--- config.mk ---
export PLATFORM = sky130hd
export DESIGN_NAME = inst_encoder
export DESIGN_NICKNAME = d
export VERILOG_FILES = /design/src/rtl/inst_encoder_pkg.sv /design/src/rtl/inst_pack.sv /design/src/rtl/inst_encoder.sv
export SDC_FILE = /design/constraint.sdc
export NUM_CORES = 1
export LEC_CHECK = 0
export ABC_AREA = 1
export CORE_AREA = 3 3 95 97
export DETAILED_ROUTE_END_ITERATION = 12
export DIE_AREA = 0 0 98 100
export HOLD_SLACK_MARGIN = 0.08
export PLACE_DENSITY = 0.79
export SLEW_MARGIN = 20
export SYNTH_ARGS = -nofsm -noshare
export SYNTH_HDL_FRONTEND = slang
export SYNTH_SLANG_ARGS = --single-unit
--- constraint.sdc ---
create_clock -name clk -period 4.8 [get_ports clk]
set_clock_uncertainty 0.05 [all_clocks]
set_input_delay 0.96 -clock clk [delete_from_list [all_inputs] [get_ports clk]]
set_output_delay 0.96 -clock clk [all_outputs]
set_load 0.02 [all_outputs]
--- src/rtl/inst_encoder_pkg.sv ---
// Shared instruction-word definitions for the MCU encoder/decoder pair:
// opcode values, word width, and the host-side command kind codes.
package inst_encoder_pkg;

    localparam int INST_W = 20;

    // SET is the only 2-bit opcode. The 4-bit opcodes must never start with it.
    localparam logic [1:0] OPC_SET    = 2'b11;
    localparam logic [3:0] OPC_CPY    = 4'h0;
    localparam logic [3:0] OPC_CPYIR  = 4'h1;
    localparam logic [3:0] OPC_CPYRI  = 4'h2;
    localparam logic [3:0] OPC_CALL   = 4'h3;
    localparam logic [3:0] OPC_RETURN = 4'h4;
    localparam logic [3:0] OPC_WAIT   = 4'h5;
    localparam logic [3:0] OPC_JMP    = 4'h6;

    typedef enum logic [2:0] {
        K_SET    = 3'd0,
        K_CPY    = 3'd1,
        K_CPYIR  = 3'd2,
        K_CPYRI  = 3'd3,
        K_CALL   = 3'd4,
        K_RETURN = 3'd5,
        K_WAIT   = 3'd6,
        K_JMP    = 3'd7
    } cmd_kind_e;

    function automatic logic opc_alias_free();
        logic [3:0] opcs [7];
        logic       ok;
        opcs = '{OPC_CPY, OPC_CPYIR, OPC_CPYRI, OPC_CALL, OPC_RETURN, OPC_WAIT, OPC_JMP};
        ok = 1'b1;
        for (int i = 0; i < 7; i++)
            if (opcs[i][3:2] == OPC_SET) ok = 1'b0;
        return ok;
    endfunction

endpackage

--- src/rtl/inst_pack.sv ---
// Combinational field-to-word packer; flags commands that carry stray operand bits.
module inst_pack
    import inst_encoder_pkg::*;
(
    input  logic [2:0]        op,
    input  logic [15:0]       f0,
    input  logic [9:0]        f1,
    input  logic              med,
    input  logic [1:0]        unit,
    output logic [INST_W-1:0] word,
    output logic              illegal
);

    always_comb begin
        word    = '0;
        illegal = 1'b0;
        case (cmd_kind_e'(op))
            K_SET: begin
                word    = {OPC_SET, f0[7:0], f1};
                illegal = |f0[15:8];
            end
            K_CPY: begin
                word    = {OPC_CPY, f0[7:0], f1[7:0]};
                illegal = (|f0[15:8]) | (|f1[9:8]);
            end
            K_CPYIR: begin
                word    = {OPC_CPYIR, f0[7:0], f1[7:0]};
                illegal = (|f0[15:8]) | (|f1[9:8]);
            end
            K_CPYRI: begin
                word    = {OPC_CPYRI, f0[7:0], f1[7:0]};
                illegal = (|f0[15:8]) | (|f1[9:8]);
            end
            K_CALL:   word = {OPC_CALL, f0};
            K_JMP:    word = {OPC_JMP, f0};
            K_RETURN: begin
                word    = {OPC_RETURN, 16'h0000};
                illegal = (|f0) | (|f1) | med | (|unit);
            end
            K_WAIT: begin
                word    = {OPC_WAIT, med, unit, 5'b00000, f1[7:0]};
                illegal = |f1[9:8];
            end
            default: ;
        endcase
    end

endmodule

--- src/rtl/inst_encoder.sv ---
// Program loader: packs host commands and streams them into instruction memory
// at consecutive addresses through a single output register.
module inst_encoder
    import inst_encoder_pkg::*;
#(
    parameter int                ADDR_W    = 10,
    parameter logic [ADDR_W-1:0] BASE_ADDR = '0
) (
    input  logic              clk,
    input  logic              rst,
    input  logic              prog_start,
    input  logic              prog_end,
    input  logic              cmd_valid,
    output logic              cmd_ready,
    input  logic [2:0]        cmd_op,
    input  logic [15:0]       cmd_f0,
    input  logic [9:0]        cmd_f1,
    input  logic              cmd_med,
    input  logic [1:0]        cmd_unit,
    output logic              imem_wvalid,
    input  logic              imem_wready,
    output logic [ADDR_W-1:0] imem_waddr,
    output logic [19:0]       imem_wdata,
    output logic              busy,
    output logic              full,
    output logic              done,
    output logic [ADDR_W:0]   prog_len,
    output logic              err
);

    localparam logic [ADDR_W:0] DEPTH = {1'b1, {ADDR_W{1'b0}}};

    if (!opc_alias_free()) begin : g_opc_check
        $error("inst_encoder: a 4-bit opcode aliases the SET prefix");
    end

    typedef enum logic [1:0] {IDLE, LOAD, DRAIN, DONE} state_e;
    state_e state;

    logic [INST_W-1:0] pk_word;
    logic              pk_illegal;
    logic [ADDR_W:0]   rsv;      // legal words accepted this load, written or pending
    logic              accept, wr_fire;

    inst_pack u_pack (
        .op      (cmd_op),
        .f0      (cmd_f0),
        .f1      (cmd_f1),
        .med     (cmd_med),
        .unit    (cmd_unit),
        .word    (pk_word),
        .illegal (pk_illegal)
    );

    // rsv stops a command being taken while the last free slot is still in flight.
    assign cmd_ready = (state == LOAD) & !full & (rsv != DEPTH) & (!imem_wvalid | imem_wready);
    assign accept    = cmd_valid & cmd_ready;
    assign wr_fire   = imem_wvalid & imem_wready;
    assign busy      = (state != IDLE);

    always_ff @(posedge clk) begin
        if (rst) begin
            state       <= IDLE;
            imem_wvalid <= 1'b0;
            imem_waddr  <= BASE_ADDR;
            imem_wdata  <= '0;
            full        <= 1'b0;
            done        <= 1'b0;
            prog_len    <= '0;
            err         <= 1'b0;
            rsv         <= '0;
        end else begin
            done <= 1'b0;
            if (wr_fire) begin
                imem_wvalid <= 1'b0;
                prog_len    <= prog_len + 1'b1;
                full        <= (prog_len + 1'b1 == DEPTH);
                imem_waddr  <= (prog_len + 1'b1 == DEPTH) ? BASE_ADDR : imem_waddr + 1'b1;
            end
            if (accept) begin
                if (pk_illegal) begin
                    err <= 1'b1;
                end else begin
                    imem_wvalid <= 1'b1;
                    imem_wdata  <= pk_word;
                    rsv         <= rsv + 1'b1;
                end
            end
            case (state)
                IDLE: if (prog_start) begin
                    state      <= LOAD;
                    prog_len   <= '0;
                    err        <= 1'b0;
                    full       <= 1'b0;
                    rsv        <= '0;
                    imem_waddr <= BASE_ADDR;
                end
                LOAD: if (prog_end) state <= DRAIN;
                DRAIN: if (!imem_wvalid) begin
                    state <= DONE;
                    done  <= 1'b1;
                end
                DONE: state <= IDLE;
                default: state <= IDLE;
            endcase
        end
    end

endmodule
==> out/results.ini <==
[final_layout]
finish.utilization_pct = 53.9
layout.nets = 638
layout_common_cells = 102 x nor2_1, 96 x nand2_1, 84 x clkdlybuf4s50_1, 60 x inv_1, 58 x dfxtp_1
drive_gt1_share_pct = 7.87
n_antenna_cell = 0
final_common_cell = nor2_1
stdcell_area_sq_um = 4430
area_growth_pct = 34.3

[placed_design]
pre_cts_ws_ns = 1.27
placement.io_buffers = 84
routabilityCongestion = 0.913
dp_hpwl_um = 6450
place_area_sq_um = 4190

[die]
fp.dieW_um = 98
pin_count = 85
start_util_pct = 40.2
coreArea_sq_um = 8220
rows = 33
die_area_sq_um = 9800
die_y_um = 100

[logic_synthesis]
netlist_top_cells_area = dfxtp_1 35%, nor2_1 12%, nand2_1 11%
yosysSeqAreaShare_pct = 35.2
yosys_register_bits = 58
syn_avg_cell_area_sq_um = 6.45
syn-num-nets = 558
yosysWarnings = 0
synth_top_area_share_pct = 35.2
yosysTopAreaCell = dfxtp_1
ys_types = 32
syn_area_sq_um = 3300
syn_inst = 512

[sta]
slew_headroom_pct = 58.5
setup_viol = 0
fmax_ghz = 0.289
period_needed_ns = 3.46
worst_slack_ns = 1.34
period_share_pct = 72.1
worst_pin_slew_ns = 0.622
rsz0062_at_grt = no
tns_ns = 0
final_hold_viol_count = 0
drv_slew = 0

[grt]
grt-ovfl-total = 0
track_usage_pct = 17.9
antenna_found_initial = 0
grt_pass1_wl_um = 14700
grt_pass1_vias = 3247
grt_max_degree = 23

[clocking]
max-clock-path-buffers = 2
htreeDepth = 3
clock_sinks = 58
cts_made_buffers = 9
cts-root-buf = clkbuf_8
cts.clk_slew.worst_paths_ns = 0.06
clk_latency_ns = 0.33
cts_tree = yes
holdBufCountCts = 0
post_cts_resize_count = 0
cts_setup_buffers = 0

[worst_hold_path]
hold-path-endpoint = err$_SDFF_PP0_
min_from = err$_SDFF_PP0_
hold_path_depth = 2
hp-class = reg2reg

[critical_path]
required_ns = 3.79
crit_top_cell = clkdlybuf4s50_1
path_cells = clkdlybuf4s50_1 -> or2_1 -> nand2_1 -> nor2_1 -> clkdlybuf4s50_1
reg2reg_slack_ns = 2.47
critPathTopFamily = buffers and inverters
slowest_stage = clkdlybuf4s50_1
timing.rr.start = state[1]$_SDFFE_PP0P_
path_buf_inv = 2
cp_num_cells = 5
rr_endpoint = imem_wdata[19]$_SDFFE_PP0P_
cp-end-kind = primary output
start_kind = input port
path_class = in2out
path_max_fanout = 2
reg2regPathDepth = 12
arrival_ns = 2.45
slowest_delay_ns = 0.63

[power]
vdd_drop_max_v = 0.000155
power.total_mw = 1.42
power_leakage_nw = 1.84
power.density_nw_per_um2 = 319

[drt]
drt-initial-drc-count = 163
avgRoutedWirePerCell_um = 12.2
vias = 3520
wirelength_um = 8560
drtAntennaViolNets = 0
drc = 0
routed_via_density = 5.01
drtPass1Iterations = 5

[flow_run]
maxCapViolations = 0

[run_status]
status = complete, no violations

layout make-up:
type / instances / area, sq um
sequential: 58 / 1160
clock buffer: 12 / 165
inverter: 73 / 274
timing repair buffer: 86 / 856
multi-input combinational: 364 / 1770
fill: 759 / 3780
clock inverter: 4 / 72.6
tap: 105 / 131
registers in the layout, indices dropped and copies added (netlist names):
register,count
done,1
err,1
full,1
imem_waddr,10
imem_wdata,20
imem_wvalid,1
prog_len,11
rsv,11
state,2
routing by layer:
layer  share of wire [%]  vias up  track usage, %
met5                   0        -               0
met4                 1.2        0            4.79
met3                 5.8       13            4.03
met2                  49      126            31.0
met1                  44     1586            22.4
li1                    -     1795               -
metrics by stage:
step	std cells	hold WS, ns
2_1_floorplan	512	0.443
3_3_place_gp	686	0.407
3_5_place_dp	686	0.405
5_1_grt	702	0.454
6_report	702	0.413
4_1_cts	702	0.417
synthesized netlist by cell type, drive strengths merged:
| library cell | n |
|---|---|
| nor2 | 109 |
| nand2 | 99 |
| inv | 73 |
| dfxtp | 58 |
| o21ai | 49 |
| nand3 | 36 |
| a21oi | 20 |
| buf | 12 |
| nand4 | 11 |
| xor2 | 9 |
| ha | 8 |
| clkbuf | 5 |
| nor3 | 5 |
| o22ai | 5 |
| a211oi | 2 |
| a31oi | 2 |
| nor3b | 2 |
| o211ai | 2 |
| or2 | 2 |
| and3 | 1 |
| nor4 | 1 |
| o221ai | 1 |
worst max-delay path by stage:
stage          slack [ns]                     endpoint   startpoint
2_1_floorplan        2.36                    cmd_ready  imem_wready
3_3_place_gp         1.34                    cmd_ready  imem_wready
3_5_place_dp         1.27  imem_wdata[15]$_SDFFE_PP0P_    cmd_op[1]
4_1_cts              1.32                    cmd_ready  imem_wready
5_1_grt              1.25                    cmd_ready  imem_wready
6_report             1.34                    cmd_ready  imem_wready
worst reg2reg max path: cells and delay by family (launching register included):
kind | cells | cell delay, ns
fa+ha+maj | 1 | 0.15
buf+inv | 4 | 0.84
flops | 1 | 0.31
simple gates | 7 | 0.88
power breakdown:
part | total (mW) | switching [mW] | internal [mW]
Combinational | 0.355 | 0.211 | 0.144
Clock | 0.530 | 0.196 | 0.334
Sequential | 0.531 | 0.0195 | 0.511
Total | 1.42 | 0.426 | 0.989
cell families (layout without fill, tap and decap cells):
logic type	count (synthesis)	after routing	synth area share [%]
AO/OA/AOI/OAI	81	81	13.4
XOR/XNOR	9	9	2.39
adder cells (fa/ha/maj)	8	8	3.03
buffers and inverters	90	175	11.1
flip-flops	58	58	35.2
AND/OR/NAND/NOR	266	266	34.8
No activity file was read; power rests on OpenSTA's default activity.
